$ cat src/rtl/calc_ctrl.sv
// Sequenced 16-bit calculator: single-cycle ALU ops, 16-step shift-add multiply and
// restoring divide, with the result streamed out high byte first under ready/valid.
module calc_ctrl (
   input  logic        clock,
   input  logic        reset,
   input  logic        start,
   input  logic [15:0] num1,
   input  logic [15:0] num2,
   input  logic [3:0]  op,
   input  logic        out_ready,
   output logic [7:0]  out,
   output logic        out_valid,
   output logic        busy,
   output logic        err,
   output logic        done
);

   // state  | meaning
   // IDLE   | waiting for start
   // EXEC   | one-cycle ALU op (ADD/SUB/AND/OR/XOR)
   // ITER   | 16 iterations of multiply or divide
   // OUT_HI | presenting result[15:8]
   // OUT_LO | presenting result[7:0], done on acceptance
   typedef enum logic [2:0] {IDLE, EXEC, ITER, OUT_HI, OUT_LO} state_t;

   state_t      state, state_nxt;
   logic [15:0] opa, opb, acc, result;
   logic [3:0]  op_r, cnt;
   logic        err_r;

   logic        start_ok, illegal, div_zero;
   logic [15:0] alu_res, mul_acc_nxt, div_rem_nxt, div_q_nxt;
   logic [16:0] div_shift, div_diff;
   logic        div_neg;

   assign start_ok = (state == IDLE) && start;
   assign illegal  = op[3];
   assign div_zero = ((op == 4'd6) || (op == 4'd7)) && (num2 == 16'h0000);

   always_ff @(posedge clock or negedge reset) begin
      if (!reset) state <= IDLE;
      else        state <= state_nxt;
   end

   always_comb begin
      state_nxt = state;
      case (state)
         IDLE: begin
            if (start) begin
               if (illegal || div_zero)   state_nxt = OUT_HI;
               else if (op <= 4'd4)       state_nxt = EXEC;
               else                       state_nxt = ITER;
            end
         end
         EXEC:    state_nxt = OUT_HI;
         ITER:    if (cnt == 4'd15) state_nxt = OUT_HI;
         OUT_HI:  if (out_ready) state_nxt = OUT_LO;
         OUT_LO:  if (out_ready) state_nxt = IDLE;
         default: state_nxt = IDLE;
      endcase
   end

   always_comb begin
      out_valid = (state == OUT_HI) || (state == OUT_LO);
      busy      = (state != IDLE);
      done      = (state == OUT_LO) && out_ready;
      err       = out_valid ? err_r : 1'b0;
      out       = 8'h00;
      if (state == OUT_HI)      out = result[15:8];
      else if (state == OUT_LO) out = result[7:0];
   end

   always_comb begin
      case (op_r)
         4'd0:    alu_res = opa + opb;
         4'd1:    alu_res = opa - opb;
         4'd2:    alu_res = opa & opb;
         4'd3:    alu_res = opa | opb;
         4'd4:    alu_res = opa ^ opb;
         default: alu_res = 16'h0000;
      endcase
   end

   // Multiply: opa shifts left, opb right; divide: opa shifts the dividend out MSB
   // first while collecting quotient bits, acc holds the partial remainder.
   assign mul_acc_nxt = acc + (opb[0] ? opa : 16'h0000);
   assign div_shift   = {acc, opa[15]};
   assign div_diff    = div_shift - {1'b0, opb};
   assign div_neg     = div_diff[16];
   assign div_rem_nxt = div_neg ? div_shift[15:0] : div_diff[15:0];
   assign div_q_nxt   = {opa[14:0], ~div_neg};

   always_ff @(posedge clock or negedge reset) begin
      if (!reset) begin
         opa    <= 16'h0000;
         opb    <= 16'h0000;
         acc    <= 16'h0000;
         result <= 16'h0000;
         op_r   <= 4'd0;
         cnt    <= 4'd0;
         err_r  <= 1'b0;
      end else if (start_ok) begin
         op_r <= op;
         cnt  <= 4'd0;
         if (illegal) begin
            result <= 16'h0000;
            err_r  <= 1'b1;
         end else if (div_zero) begin
            result <= 16'hFFFF;
            err_r  <= 1'b1;
         end else begin
            opa   <= num1;
            opb   <= num2;
            acc   <= 16'h0000;
            err_r <= 1'b0;
         end
      end else if (state == EXEC) begin
         result <= alu_res;
      end else if (state == ITER) begin
         cnt <= cnt + 4'd1;
         if (op_r == 4'd5) begin
            acc <= mul_acc_nxt;
            opa <= {opa[14:0], 1'b0};
            opb <= {1'b0, opb[15:1]};
         end else begin
            acc <= div_rem_nxt;
            opa <= div_q_nxt;
         end
         if (cnt == 4'd15) begin
            if (op_r == 4'd5)      result <= mul_acc_nxt;
            else if (op_r == 4'd6) result <= div_q_nxt;
            else                   result <= div_rem_nxt;
         end
      end
   end

endmodule

$ cat config.mk
export PLATFORM = sky130hd
export DESIGN_NAME = calc_ctrl
export DESIGN_NICKNAME = d
export VERILOG_FILES = /design/src/rtl/calc_ctrl.sv
export SDC_FILE = /design/constraint.sdc
export NUM_CORES = 1
export LEC_CHECK = 0
export CORE_ASPECT_RATIO = 2
export CORE_MARGIN = 1
export CORE_UTILIZATION = 55
export CTS_BUF_LIST = sky130_fd_sc_hd__clkbuf_4
export DETAILED_ROUTE_END_ITERATION = 10
export DONT_BUFFER_PORTS = 1
export PLACE_DENSITY = 0.69
export SLEW_MARGIN = 5
export SYNTH_ARGS = -nofsm -noshare
export SYNTH_HDL_FRONTEND = slang
export SYNTH_SLANG_ARGS = --single-unit
$ cat constraint.sdc
create_clock -name clock -period 4.5 [get_ports clock]
set_input_delay 0.9 -clock clock [delete_from_list [all_inputs] [get_ports clock]]
set_output_delay 0.9 -clock clock [all_outputs]
set_load 0.005 [all_outputs]
==> reports/qor.yml <==
status: "finished with violations"
violations: "design-rule violations"
synth.cell_area_sq_um: 7490
drt-initial-drc-count: 725
drcViolationCount: 7
htree_levels: 3
min_period_ns: 4.06
antenna_found_initial: 1
cts-root-buf: "clkbuf_4"
setup_viol: 0
wl_per_cell_um: 25.7
relSlewSlack: 0.382
portBuffers: 0
clockBufferDepth: 2
numCtsBuffers: 9
worstHoldPathType: "in -> async"
crit_path_max_incr_delay_ns: 0.56
vias: 7498
die_x_um: 84.5
synth_warnings: 0
cp_num_buf_inv: 0
required_ns: 4.85
critical_path_class: "reg -> reg"
cts_setup_buffers: 0
worstSetupStartpointType: "register"
ys_async_sr_fraction: 1.00
avgViaCountPerCell: 6.97
tns_ns: 0
clk_pin_slew_ns: 0.15
synth_most_common_cell: "nor2_1"
fmax_mhz: 246
critPathCaptureType: "register"
layout-drive-gt1-share: 0.0707
die-height_um: 167
drv_slew: 0
holdWs_ns: 0.113
first_global_vias: 7503
gr-usage-all-layers: 0.400
yosysSeqAreaShare: 0.254
synthTopCellsByArea: "dfrtp_1 25%, ha_1 14%, nor2_1 6.3%, a21oi_1 5.6%, xnor2_1 5.1%"
place_ws_ns: 0.239
postCtsHoldBufs: 0
initial_core_util: 0.561
grt.overflow.total: 0
synth-seq-cells: 76
crit_path_frequent_cell: "o21ai_0"
cts.repair.resized: 0
yosysUniqueCellTypes: 69
synth_edf_count: 0
cpMaxStageDelayCell: "nor3_2"
fin_worst_skew_ns: 0.0231
area_delta_synth_final_pct: 4.31
rows: 60
netlist_instances: 928
critPathArrivalTime_ns: 4.41
syn_area_per_cell_sq_um: 8.07
synthTopCellsByCount: "126 x nor2_1, 84 x a21oi_1, 81 x ha_1, 76 x dfrtp_1, 59 x nand2_1"
grt_pass1_wl_um: 42400
synth_fp_nets: 1052
layout_setup_ws_ns: 0.443
worstPathMaxFanout: 8
grt_max_degree: 77
place.gp.congestion: 1.07
cts_sinks: 76
core_sq_um: 13400
cpLargestDelayFamily: "compound AO/OA/AOI/OAI gates"
firstDrtPassIters: 9
fp.dieArea_sq_um: 14100
rsz0062_at_grt: "no"
hpwl_um: 22000
tightest_slew_ns: 0.927
clk_latency_ns: 0.46
ant_nets: 0
nNetsFinal: 1038
min_period_over_period: 0.902
synth_top_flop_cell: "dfrtp_1"
io_pins: 52
synth_top_area_frac: 0.254
path_cells: "nand2b_1, nor3_2, nor2_1, xnor2_1, ha_1, o21ai_0, a21oi_1, o22ai_1, o311ai_0, xor2_1, a221oi_1, o21ai_0, o22a_1"
synth_top_cell_by_area: "dfrtp_1"
finalHoldViolCount: 0
drv_cap: 0
routed_wirelength_um: 27600
cts_tree: "yes"
[stage by stage]
stage,instances,util,area [sq um]
detailed placement,1058,0.572,7650
finish,1075,0.585,7820
floorplan,928,-,7490
global route,1075,0.585,7820
CTS,1074,0.584,7810
global placement,1058,0.572,7650
[cell usage in the layout, fill, tap and decap left out, types with 11 or more instances in the layout]
cell	synthesis	final
inv_1	43	43
buf_4	0	15
a221oi_1	15	15
nor2_1	126	126
a211oi_1	45	45
a21o_1	11	11
nand2_1	59	59
o21ai_0	52	52
xnor2_1	44	44
a21oi_1	84	84
dfrtp_1	76	76
ha_1	81	81
nand3_1	18	18
a22o_1	14	14
xor2_1	11	11
mux2i_1	11	11
nand2b_1	14	14
nor3_1	18	17
[worst paths after layout]
kind / from / to / slack, ns / depth (start not counted)
max reg2reg: op_r[1] / result[12] / 0.44 / 13
min in group clock: result[7] / result[7] / 0.55 / 2
min: reset / cnt[2] / 0.11 / 0
min reg2reg: result[7] / result[7] / 0.55 / 2
max in group asynchronous: reset / opa[13] / 4.21 / 0
max: op_r[1] / result[12] / 0.44 / 13
[routing by layer]
metal / vias to the layer above / wire (um) / GRT usage
met2: 391 / 13900 / 0.698
met4: 0 / 2250 / 0.276
li1: 3400 / - / -
met3: 127 / 1610 / 0.0525
met5: - / 0 / 0
met1: 3580 / 9860 / 0.443
[flip-flops by register name, indices dropped and copies added, names as in the netlist]
name    count
cnt         4
acc        16
op_r        4
opa        16
opb        16
state       3
result     16
err_r       1
[area by class of cell]
type	instances	area [sq um]
clock inverter	6	87.6
tap	155	194
sequential	76	1900
multi-input combinational	768	5260
antenna	1	2.50
inverter	43	161
clock buffer	10	75.1
fill	1281	5550
timing repair buffer	16	133
[worst reg2reg max path, stage by stage (launching register included)]
cell      delay (ns)
dfrtp_1         0.50
nand2b_1        0.25
nor3_2          0.56
nor2_1          0.16
xnor2_1         0.17
ha_1            0.37
o21ai_0         0.13
a21oi_1         0.30
o22ai_1         0.26
o311ai_0        0.53
xor2_1          0.14
a221oi_1        0.28
o21ai_0         0.12
o22a_1          0.21
[kinds of logic (layout without fill, tap and decap cells)]
kind of cell / after synthesis / after routing / synth area share
AO/OA/AOI/OAI: 331 / 331 / 0.303
AND/OR/NAND/NOR: 284 / 284 / 0.170
adder cells (fa/ha/maj): 84 / 84 / 0.143
buffers and inverters: 84 / 75 / 0.0454
flip-flops: 76 / 76 / 0.254
XOR/XNOR: 55 / 55 / 0.0643
multiplexers: 14 / 14 / 0.0195
other: 0 / 1 / 0
Power is not shown: default switching activity piles up to over one toggle a cycle in this logic, so the estimate is an artifact.
